$ cat config.mk
export PLATFORM = sky130hd
export DESIGN_NAME = irq_servicer_flat
export DESIGN_NICKNAME = d
export VERILOG_FILES = /design/src/rtl/irq_servicer_if.sv /design/src/rtl/irq_servicer.sv /design/src/flat_wrapper.sv
export SDC_FILE = /design/constraint.sdc
export NUM_CORES = 1
export LEC_CHECK = 0
export ABC_AREA = 1
export CORE_UTILIZATION = 30
export CTS_CLUSTER_DIAMETER = 40
export CTS_CLUSTER_SIZE = 30
export DETAILED_ROUTE_END_ITERATION = 10
export PLACE_DENSITY = 0.65
export SETUP_SLACK_MARGIN = 0.3
export SYNTH_ARGS = -nofsm -noshare
export SYNTH_HDL_FRONTEND = slang
export SYNTH_SLANG_ARGS = --single-unit
$ cat constraint.sdc
create_clock -name clk -period 1.7 [get_ports clk]
set_input_delay 0.17 -clock clk [delete_from_list [all_inputs] [get_ports clk]]
set_output_delay 0.17 -clock clk [all_outputs]
set_load 0.01 [all_outputs]
$ cat src/rtl/irq_servicer_if.sv
// Initiator-side peripheral port driven by irq_servicer: chip select plus
// single-cycle read/write strobes.
//
// Handshake: a transfer is one cycle with m_cs_n low and exactly one of
// m_read or m_write high. There is no ready or wait signal. Write data is
// valid in the strobe cycle. Read data is valid READ_LATENCY cycles after
// the read strobe and is sampled in that cycle only.
interface irq_servicer_if;
    logic        m_cs_n;
    logic        m_read;
    logic        m_write;
    logic [31:0] m_readdata;
    logic [31:0] m_writedata;

    modport master (
        output m_cs_n, m_read, m_write, m_writedata,
        input  m_readdata
    );

    modport slave (
        input  m_cs_n, m_read, m_write, m_writedata,
        output m_readdata
    );
endinterface

$ cat src/rtl/irq_servicer.sv
// Hardware interrupt servicer: reads the peripheral status and writes an
// acknowledge. It retries the write until irq drops, and halts after too many retries.
module irq_servicer #(
    parameter int unsigned READ_LATENCY = 1,
    parameter logic [31:0] ACK_DATA     = 32'h0000_0000,
    parameter int unsigned CLR_TIMEOUT  = 8,
    parameter int unsigned MAX_RETRY    = 3
) (
    input  logic             clk,
    input  logic             reset_n,
    input  logic             irq,
    input  logic             enable,
    input  logic             err_clr,
    irq_servicer_if.master   bus,
    output logic             busy,
    output logic [15:0]      event_count,
    output logic [31:0]      last_data,
    output logic             timeout_err,
    output logic [2:0]       state_dbg
);

    typedef enum logic [2:0] {
        IDLE    = 3'd0,
        READ    = 3'd1,
        RWAIT   = 3'd2,
        WRITE   = 3'd3,
        CLRWAIT = 3'd4,
        HALT    = 3'd5
    } state_t;

    localparam logic [7:0] RL_LAST   = 8'(READ_LATENCY - 1);
    localparam logic [7:0] CT_LAST   = 8'(CLR_TIMEOUT - 1);
    localparam logic [2:0] RETRY_MAX = 3'(MAX_RETRY);

    state_t     state;
    state_t     state_nx;
    logic [7:0] wait_cnt;
    logic [7:0] wait_nx;
    logic [2:0] retry_cnt;
    logic [2:0] retry_nx;
    logic       ev_inc;
    logic       capture;
    logic       err_set;

    assign state_dbg = state;

    always_comb begin
        state_nx = state;
        wait_nx  = wait_cnt;
        retry_nx = retry_cnt;
        ev_inc   = 1'b0;
        capture  = 1'b0;
        err_set  = 1'b0;
        case (state)
            IDLE: begin
                if (enable && irq) begin
                    state_nx = READ;
                    wait_nx  = 8'd0;
                end
            end
            READ: begin
                state_nx = RWAIT;
                wait_nx  = 8'd0;
            end
            RWAIT: begin
                if (wait_cnt == RL_LAST) begin
                    capture  = 1'b1;
                    state_nx = WRITE;
                    wait_nx  = 8'd0;
                end else begin
                    wait_nx = wait_cnt + 8'd1;
                end
            end
            WRITE: begin
                wait_nx  = 8'd0;
                state_nx = CLRWAIT;
            end
            CLRWAIT: begin
                // A dropped irq wins over the timeout in the same cycle.
                if (!irq) begin
                    ev_inc   = 1'b1;
                    retry_nx = 3'd0;
                    state_nx = IDLE;
                end else if (wait_cnt == CT_LAST) begin
                    if (retry_cnt < RETRY_MAX) begin
                        retry_nx = retry_cnt + 3'd1;
                        state_nx = WRITE;
                    end else begin
                        err_set  = 1'b1;
                        retry_nx = 3'd0;
                        state_nx = HALT;
                    end
                end else begin
                    wait_nx = wait_cnt + 8'd1;
                end
            end
            HALT: begin
                if (err_clr) begin
                    state_nx = IDLE;
                end
            end
            default: begin
                state_nx = IDLE;
            end
        endcase
    end

    // Outputs are decoded from the next state so they line up with the state itself.
    always_ff @(posedge clk or negedge reset_n) begin
        if (!reset_n) begin
            state           <= IDLE;
            wait_cnt        <= 8'd0;
            retry_cnt       <= 3'd0;
            bus.m_cs_n      <= 1'b1;
            bus.m_read      <= 1'b0;
            bus.m_write     <= 1'b0;
            bus.m_writedata <= 32'h0;
            busy            <= 1'b0;
            event_count     <= 16'd0;
            last_data       <= 32'h0;
            timeout_err     <= 1'b0;
        end else begin
            state           <= state_nx;
            wait_cnt        <= wait_nx;
            retry_cnt       <= retry_nx;
            bus.m_cs_n      <= !((state_nx == READ) || (state_nx == WRITE));
            bus.m_read      <= (state_nx == READ);
            bus.m_write     <= (state_nx == WRITE);
            bus.m_writedata <= (state_nx == WRITE) ? ACK_DATA : 32'h0;
            busy            <= !((state_nx == IDLE) || (state_nx == HALT));
            if (ev_inc) begin
                event_count <= event_count + 16'd1;
            end
            if (capture) begin
                last_data <= bus.m_readdata;
            end
            if (err_set) begin
                timeout_err <= 1'b1;
            end else if (err_clr) begin
                timeout_err <= 1'b0;
            end
        end
    end

endmodule

$ cat src/flat_wrapper.sv
// flat-port wrapper written by rule: the top's interface ports become plain ports
module irq_servicer_flat 
#(
    parameter int unsigned READ_LATENCY = 1,
    parameter logic [31:0] ACK_DATA     = 32'h0000_0000,
    parameter int unsigned CLR_TIMEOUT  = 8,
    parameter int unsigned MAX_RETRY    = 3
)
  (clk, reset_n, irq, enable, err_clr, busy, event_count, last_data, timeout_err, state_dbg, bus_m_cs_n, bus_m_read, bus_m_write, bus_m_writedata, bus_m_readdata);
  irq_servicer_if bus_i ();
  input  logic clk;
  input  logic reset_n;
  input  logic irq;
  input  logic enable;
  input  logic err_clr;
  output logic busy;
  output logic [15:0] event_count;
  output logic [31:0] last_data;
  output logic timeout_err;
  output logic [2:0] state_dbg;
  output wire logic [$bits(bus_i.m_cs_n)-1:0] bus_m_cs_n;
  output wire logic [$bits(bus_i.m_read)-1:0] bus_m_read;
  output wire logic [$bits(bus_i.m_write)-1:0] bus_m_write;
  output wire logic [$bits(bus_i.m_writedata)-1:0] bus_m_writedata;
  input wire logic [$bits(bus_i.m_readdata)-1:0] bus_m_readdata;
  assign bus_m_cs_n = bus_i.m_cs_n;
  assign bus_m_read = bus_i.m_read;
  assign bus_m_write = bus_i.m_write;
  assign bus_m_writedata = bus_i.m_writedata;
  assign bus_i.m_readdata = bus_m_readdata;
  irq_servicer #(.READ_LATENCY(READ_LATENCY), .ACK_DATA(ACK_DATA), .CLR_TIMEOUT(CLR_TIMEOUT), .MAX_RETRY(MAX_RETRY)) u_core (.clk(clk), .reset_n(reset_n), .irq(irq), .enable(enable), .err_clr(err_clr), .bus(bus_i), .busy(busy), .event_count(event_count), .last_data(last_data), .timeout_err(timeout_err), .state_dbg(state_dbg));
endmodule
[After elaboration in Yosys (flattened, before gate mapping)]
Cells that the tools add are included.
Word-level totals
  bits in registers: 67
  latch bits: 0
  RAM bits: 0
  bits in read-only memories: 0
  bits of input ports: 37
  output and inout bits: 88
  memories kept: 0
Operators by class
  add/sub/neg operators: 3
  multipliers: 0
  div/mod/pow operators: 0
  $lt $le $gt $ge: 1
  equality and inequality tests: 13
  shifts and indexed selects: 0
  multiplexer cells: 25
  bitwise gates (word level): 0
  reduce and logical (&&, ||, !) cells: 13
Operators by type and width (count)
  $mux 8: 4
  $pmux 8 s4: 1
  $mux 3: 9
  $pmux 3 s6: 1
  $add 16x1->16 const B: 1
  $mux 1: 10
  $eq 3x2->1 const B: 3
  $eq 3x3->1 const B: 3
  $add 8x1->8 const B: 1
  $eq 8x3->1 const B: 1
  $logic_not 8->1: 1
  $eq 3x1->1 const B: 2
  $logic_not 3->1: 2
  $ne 2x1->1 const B: 2
  $ne 2x2->1 const B: 2
  $reduce_and 4->1: 1
  $reduce_bool 4->1: 1
  $add 3x1->3 const B: 1
  $lt 3x2->1 const B: 1
  $logic_not 1->1: 2
  $logic_or 1x1->1: 2
  $reduce_and 2->1: 1
  $reduce_bool 2->1: 1
  $reduce_or 2->1: 1
  $logic_and 1x1->1: 1

[Logic depth before layout (Yosys ltp)]
  depth after elaboration: 8
  depth in mapped cells: 10

[Least setup slack after synthesis]
Ideal clock, no wire load.
  kind: reg-to-reg
  start point: register u_core.state[0], in the netlist u_core.state_dbg[0]
  end point: register u_core.event_count[8]
  setup time: 0.122 ns
  arrival time: 1.323 ns
  data required time: 1.578 ns
  setup slack: 0.255 ns
  stages on the path, launching flop included: 9
  path buffers: 1
  cells stage by stage: dfrtp_1 -> buf_4 -> nor2_4 -> nand2_2 -> nor2_8 -> nand2_4 -> nor2_4 -> nand2_1 -> xor2_1
Between the ends
  longest elaborated chain between the ends: 2
Ends and longest elaborated chain
  from (decl): line irq_servicer.sv:35  | state_t state;
  from (signal assigned): line irq_servicer.sv:123  | state <= state_nx;
  $eq 3x3->1: line irq_servicer.sv:54  | case (state)
  $mux 1: line irq_servicer.sv:54
  to (signal assigned): line irq_servicer.sv:132  | event_count <= event_count + 16'd1;
  to (decl): line irq_servicer.sv:16  | output logic [15:0] event_count,
No other way between the ends.
A chain may end at the register's enable or synchronous reset.

[Final worst setup path]
  start point: register u_core.wait_cnt[1]
  end point: register u_core.last_data[13]
Between the ends
  longest elaborated chain between the ends: 3
Ends and longest elaborated chain
  from (decl): line irq_servicer.sv:37  | logic [7:0] wait_cnt;
  from (signal assigned): line irq_servicer.sv:124  | wait_cnt <= wait_nx;
  $logic_not 8->1: line irq_servicer.sv:66  | if (wait_cnt == RL_LAST) begin
  $mux 1: line irq_servicer.sv:66
  $mux 1: line irq_servicer.sv:54
  to (signal assigned): line irq_servicer.sv:135  | last_data <= bus.m_readdata;
  to (decl): line irq_servicer.sv:17  | output logic [31:0] last_data,
No other way between the ends.

==> flow_summary.yaml <==
synthesis:
  synth_ff_type: "dfrtp_1"
  ys_top_cells_by_count: "nand2_1, dfrtp_1, nand3_1"
  synth-seq-cells: 67
  async_flop_share: 1.00
  synth_top_area_frac: 0.464
  postSynthCellCount: 439
  ys_top_cells_by_area: "dfrtp_1, nand2_1, nand3_1"
  yosysSeqAreaShare: 0.472
  yosysWarnings: 0
  synth_edf_count: 0
  synth_cell_type_count: 29
  synth.most_common_cell: "nand2_1"
  synth_top_area_cell: "dfrtp_1"
  avgSynthCellArea_sq_um: 8.10
  netlist_area_sq_um: 3560
sta:
  post-route-min-period_ns: 1.55
  holdWs_ns: 0.389
  finalHoldViolations: 0
  drv_slew: 0
  fin_ws_ns: 0.153
  fmax_mhz: 646
  rsz0062_at_grt: "true"
  setup_viol: 0
  fin_setup_tns_ns: 0
  finalCritPeriodShare: 0.910
  fin_skew_ns: 0.00491
setup_path:
  cp_num_buf_inv: 4
  crit_fanout: 7
  worst-setup-path-type: "flop to flop"
  cp-start-kind: "flop"
  cp.arrival_ns: 1.80
  required_ns: 1.96
  cp-end-kind: "flop"
  crit_chain: "inv_2 > ha_4 > nand2_2 > nor2_4 > buf_6 > buf_12 > clkbuf_16 > nand3_1 > nand2_1"
  slowest_stage: "dfrtp_1"
  max_stage_delay_ns: 0.44
  cp_top_family: "buffers and inverters"
global_route:
  busiest_layer: "met2"
  grt_pass1_wl_um: 14800
  grt_overflow: 0
  use_met2: 0.247
  met3_usage: 0.0426
  grt_pass1_vias: 3052
  track_usage: 0.151
  grt_max_degree: 68
  grt_antenna_before_repair: 0
  met1_usage: 0.190
die:
  ios: 125
  coreArea_sq_um: 11500
  dieArea_sq_um: 12300
  start_util: 0.310
  fp.dieH_um: 111
  rows: 39
  dieWidth_um: 111
cells_and_area:
  drive_gt1_frac: 0.242
  nNetsFinal: 611
  instances_no_fill: 718
  antenna_cells: 0
  utilization: 0.486
  stdcell_area_sq_um: 5580
  area_growth_pct: 56.8
  fillCellCount: 1069
clocking:
  cts_tree: "done"
  cts_buffer_depth: 2
  cts_sinks: 67
  htree_levels: 3
  root_buffer: "clkbuf_16"
  clock_latency_ns: 0.32
  clk_pin_slew_ns: 0.06
  cts_buffers: 9
drt:
  vias: 3218
  wl_per_cell_um: 13.3
  drc_errors: 0
  drtIter0Drc: 187
  drt_wl_total_um: 9550
  drtPass1Iterations: 4
  ant_nets: 0
  via_per_inst: 4.48
power:
  power.density_nw_per_um2: 1710
  ir_drop_uv: 1050
  p_leak_nw: 3.10
  power.total_mw: 9.56
place:
  placed_cell_area_sq_um: 4550
  place_inst: 671
  io_buffers: 92
  place_hpwl_um: 5970
  place.gp.congestion: 0.817
  place_ws_ns: 0.0600
outcome:
  status: "complete, no violations"
min_path:
  hold_class: "input pin to async pin"
job:
  cap_violations: 0
[cell usage in the layout, fill, tap and decap left out, types with 3 or more instances in the layout]
master / instances
buf_4: 25
buf_16: 3
clkdlybuf4s50_1: 39
nand2_2: 26
dfrtp_1: 61
clkbuf_16: 11
nand3_2: 5
nor2_1: 24
inv_2: 7
nand3_1: 46
nor2_2: 3
buf_12: 5
dfrtp_2: 5
o21ai_2: 3
o21ai_0: 5
xnor2_1: 5
nor2_4: 6
inv_1: 26
nand2_1: 116
conb_1: 32
dlygate4sd2_1: 26
xor2_1: 8
dlymetal6s2s_1: 26
buf_6: 5
nand4_1: 3
o21ai_1: 7
nand2_4: 16
[where the power goes]
part / internal [mW] / switching, mW / leakage, nW / total (mW)
combinational: 2.43 / 2.53 / 2.09 / 4.96
clock: 1.36 / 0.671 / 0.159 / 2.03
sequential: 2.15 / 0.414 / 0.853 / 2.56
total: 5.94 / 3.62 / 3.10 / 9.56
[kinds of logic after synthesis]
| group | Yosys count | share of synthesized area |
|---|---|---|
| fa+ha+maj | 4 | 0.0141 |
| compound gates | 24 | 0.0380 |
| xor+xnor | 13 | 0.0320 |
| simple gates | 251 | 0.316 |
| flops | 67 | 0.472 |
| other cells | 1 | 0.00105 |
| buf+inv | 79 | 0.128 |
[area by class of cell]
type,instances,area (sq um),area share
sequential,67,1680,0.302
inverter,35,139,0.0249
clock inverter,4,72.6,0.0130
multi-input combinational,324,1810,0.325
clock buffer,12,256,0.0460
timing repair buffer,133,1440,0.257
tap,143,179,0.0321
[per-layer routing]
layer | routed length, um | up-vias
met5 | 0 | -
met3 | 524 | 10
met1 | 4130 | 1527
met4 | 129 | 0
li1 | - | 1581
met2 | 4770 | 100
[path summary, 6_finish.rpt]
check,startpoint,endpoint,slack [ns],cells after the start
setup / recovery,u_core.wait_cnt[1],u_core.last_data[13],0.15,9
min in group clk,bus_m_readdata[17],u_core.last_data[17],0.41,3
hold / removal,reset_n,u_core.last_data[5],0.39,3
max in group asynchronous,reset_n,u_core.bus.m_cs_n,0.99,3
hold reg to reg,u_core.last_data[28],u_core.last_data[28],0.47,2
setup reg to reg,u_core.wait_cnt[1],u_core.last_data[13],0.15,9
[state kept, by name, summed over array words and instances, names as in the netlist, 3 cells and up]
| name | cells |
|---|---|
| u_core.event_count | 16 |
| u_core.last_data | 32 |
| u_core.retry_cnt | 3 |
| u_core.state_dbg | 3 |
| u_core.wait_cnt | 8 |
[worst reg2reg max path, stage by stage (launching register included)]
cell and delay [ns]:
dfrtp_1 0.44, inv_2 0.10, ha_4 0.13, nand2_2 0.07
nor2_4 0.19, buf_6 0.16, buf_12 0.12, clkbuf_16 0.14
nand3_1 0.07, nand2_1 0.08
[repair_timing]
item                                   4_1_cts  5_1_grt
hold buffers                                 1        0
buffers inserted                            18        7
setup endpoints to repair                   80       82
gates cloned                                 3        2
endpoints found under the hold margin       66        0
gates resized for setup                     52       97
pin swaps                                    4       29
Note: power is estimated with default switching activity, not from simulation.
==> patch: new RTL, same flow settings <==
Register the output `last_data` once more, with the module's reset; this adds one clock of latency there. The other outputs are not delayed to match.
--- a/src/rtl/irq_servicer.sv
+++ b/src/rtl/irq_servicer.sv
@@ -33,2 +33,4 @@
     localparam logic [2:0] RETRY_MAX = 3'(MAX_RETRY);
+
+    logic [31:0] last_data_s0;
 
@@ -119,3 +121,3 @@
             event_count     <= 16'd0;
-            last_data       <= 32'h0;
+            last_data_s0    <= 32'h0;
             timeout_err     <= 1'b0;
@@ -134,3 +136,3 @@
             if (capture) begin
-                last_data <= bus.m_readdata;
+                last_data_s0 <= bus.m_readdata;
             end
@@ -144,2 +146,10 @@
 
+    always_ff @(posedge clk or negedge reset_n) begin
+        if (!reset_n) begin
+            last_data <= '0;
+        end else begin
+            last_data <= last_data_s0;
+        end
+    end
+
 endmodule
Behaviour: not the same (a bounded check fails within 4 cycles, from zero or initial values and one cycle with reset_n low).
==> patch against the unedited design <==
  * Cell area is 22% higher
  * Die area up 22%
  * Worst setup slack improved by 10 ps
  * Final cell count is 12% higher
  * Synthesized area increased by 22%
  * Sequential cell count grew 32
  * Power grew 25%
  * Wire length grew 21%
==> patch: results (changes against the unedited design) <==
Status
The run finished with clean final reports.

Layout
The combined area of the multi-input logic cells is 1950 µm² (+7.7%). The number of antenna cells inserted is 0 (unchanged). The total number of nets in the final design is 661 (+8.2%).

The largest registers in the layout are u_core.last_data: 32 flops, u_core.last_data_s0: 32 flops, u_core.event_count: 16 flops. The share of final-layout standard cells stronger than drive strength 1 came to 0.320 (+0.0783). The filler-free cell count of the finished design is 805 (+12%). The count of fill cells added during filler insertion is 1,219 (+14%).

Global route
The via count of the first global-routing pass is 3,302 (+8.2%). The number of antenna violations at the first check in global routing came to 0 (unchanged). The pin count of the biggest net entering global routing is 51 (-25%).

The overall global routing resource usage is 0.144 (-0.00642). The global-route wire length before repair is 16.6 mm (+12%). The sum of overflow across all layers after global routing is 0 (unchanged).

Worst setup path
The worst-path cell with the longest stage delay is sky130_fd_sc_hd__dfrtp_1. In this run the critical register-to-register path is captured at u_core.last_data_s0[12]. The worst flop-to-flop path startpoint is u_core.wait_cnt[0]. The logic depth of the worst register-to-register path is 9 (unchanged). The biggest fanout along the worst timing path is 8 (+1). The biggest cell delay along the critical path came to 410 ps (-30 ps). The minimum setup slack among reg-to-reg paths is 160 ps.

Routing
The count of vias placed by the detailed router is 3,677 (+14%). The number of optimization iterations in the first detailed-route pass is 4 (unchanged). The number of design-rule violations left by the first detailed-router iteration was 235 (+26%). The routed length per placed instance came to 14.3 µm (+7.5%).

CTS
The H-tree depth reported by CTS is 3 (unchanged). The total clock buffers created by CTS came to 9 (unchanged). Clock-pin slew was measured on the worst setup and hold paths at 70 ps.

The cell sitting at the root of the clock tree is a sky130_fd_sc_hd__clkbuf_16. The clock latency reported for the late side of the worst-skew pair is 340 ps (+20 ps). The maximum buffer depth of the clock tree is 2 (unchanged).

Synth
For this run, the leading register cell type out of synthesis is sky130_fd_sc_hd__dfrtp_1. The number of different library cells in the post-synthesis netlist is 31 (+6.9%). The synthesis warning total is 0 (unchanged).

The proportion of synthesized chip area in sequential cells was 0.571 (+0.0997). The commonest cells after synthesis are sky130_fd_sc_hd__nand2_1, sky130_fd_sc_hd__dfrtp_1, sky130_fd_sc_hd__nand3_1. The post-synthesis cell count was 466 (+6.2%). The share of synthesized flip-flops with an asynchronous set or reset is 1.00 (unchanged). Sorting the synthesized cells by area gives the leading types as sky130_fd_sc_hd__dfrtp_1, sky130_fd_sc_hd__nand2_1, sky130_fd_sc_hd__nand3_1, sky130_fd_sc_hd__buf_4, sky130_fd_sc_hd__inv_1.

Place
The cell total after placement is 736 (+9.7%). The placement-stage cell area is 5360 µm² (+18%). The half-perimeter wire length after placement came to 6.72 mm (+13%).

The number of port buffers is 92 (unchanged). The final weighted congestion in routability-driven placement was 0.800 (-2.1%).

Power
The static power due to leakage was 3.58 nW (+16%). The peak supply drop is 0.935 mV (-11%).

STA
The final clock skew is 5.64 ps (+0.728 ps).

Worst hold path
In this run the worst hold path is classified as primary input to asynchronous set/reset pin.
[patch: timing repair]
item / 4_1_cts / 5_1_grt
resized for setup: 88 / 130
setup endpoints to repair: 77 / 83
hold buffers: 1 / 0
hold endpoints to repair: 27 / 0
pin swaps: 12 / 31
setup buffers: 30 / 14
cloned: 6 / 2
[patch: routing by layer]
layer	track usage	wire length, µm
met2	0.251	6020
met4	0.0434	226
met1	0.179	4680
met5	0	0
met3	0.0293	577
[patch: per-stage QoR]
step / hold slack (ps) / total power (W) / worst slack [ps]
after floorplan: -126 / 0.00584 / 315
after global placement: 139 / 0.00728 / 104
after detailed placement: 139 / 0.00740 / 49.5
after CTS: 314 / 0.0110 / 162
after global routing: 361 / 0.0126 / 74.4
final: 326 / 0.0119 / 163
[patch: where the power goes]
| group | internal (W) | switching [W] | total (W) |
|---|---|---|---|
| Clock | 0.00116 | 0.000915 | 0.00208 |
| Sequential | 0.00329 | 0.000564 | 0.00386 |
| Combinational | 0.00307 | 0.00293 | 0.00600 |
[patch: logic make-up (layout without fill, tap and decap cells)]
| family | after synthesis | in the layout | synth area share |
|---|---|---|---|
| adder cells (fa/ha/maj) | 4 | 4 | 0.0115 |
| XOR/XNOR | 12 | 12 | 0.0242 |
| other | 1 | 32 | 0.000864 |
| AND/OR/NAND/NOR | 240 | 241 | 0.247 |
| buffers and inverters | 83 | 210 | 0.112 |
| AO/OA/AOI/OAI | 27 | 27 | 0.0337 |
| flip-flops | 99 | 99 | 0.571 |
[patch: worst max-delay path: cells and delay by family, from the launching register on]
kind,cells,cell delay [ps]
and+or+nand+nor,5,480
DFF,1,410
buffers and inverters,3,390
adders and majority gates,1,150
[patch: worst max-delay path by stage]
stage | startpoint | end | slack, ps
2_1_floorplan | u_core.state_dbg[0] | u_core.wait_cnt[0] | 320
3_3_place_gp | irq | u_core.busy | 100
3_5_place_dp | u_core.wait_cnt[0] | u_core.last_data_s0[13] | 50
4_1_cts | u_core.wait_cnt[1] | u_core.last_data_s0[25] | 160
5_1_grt | u_core.state_dbg[1] | u_core.event_count[8] | 70
6_report | u_core.wait_cnt[0] | u_core.last_data_s0[12] | 160
[patch: layout make-up]
| class | instances | share of cell area |
|---|---|---|
| Sequential cell | 99 | 0.364 |
| Multi-Input combinational cell | 316 | 0.286 |
| Timing Repair Buffer | 156 | 0.248 |
| Clock buffer | 9 | 0.0330 |
| Tap cell | 180 | 0.0330 |
| Inverter | 38 | 0.0231 |
| Clock inverter | 7 | 0.0119 |
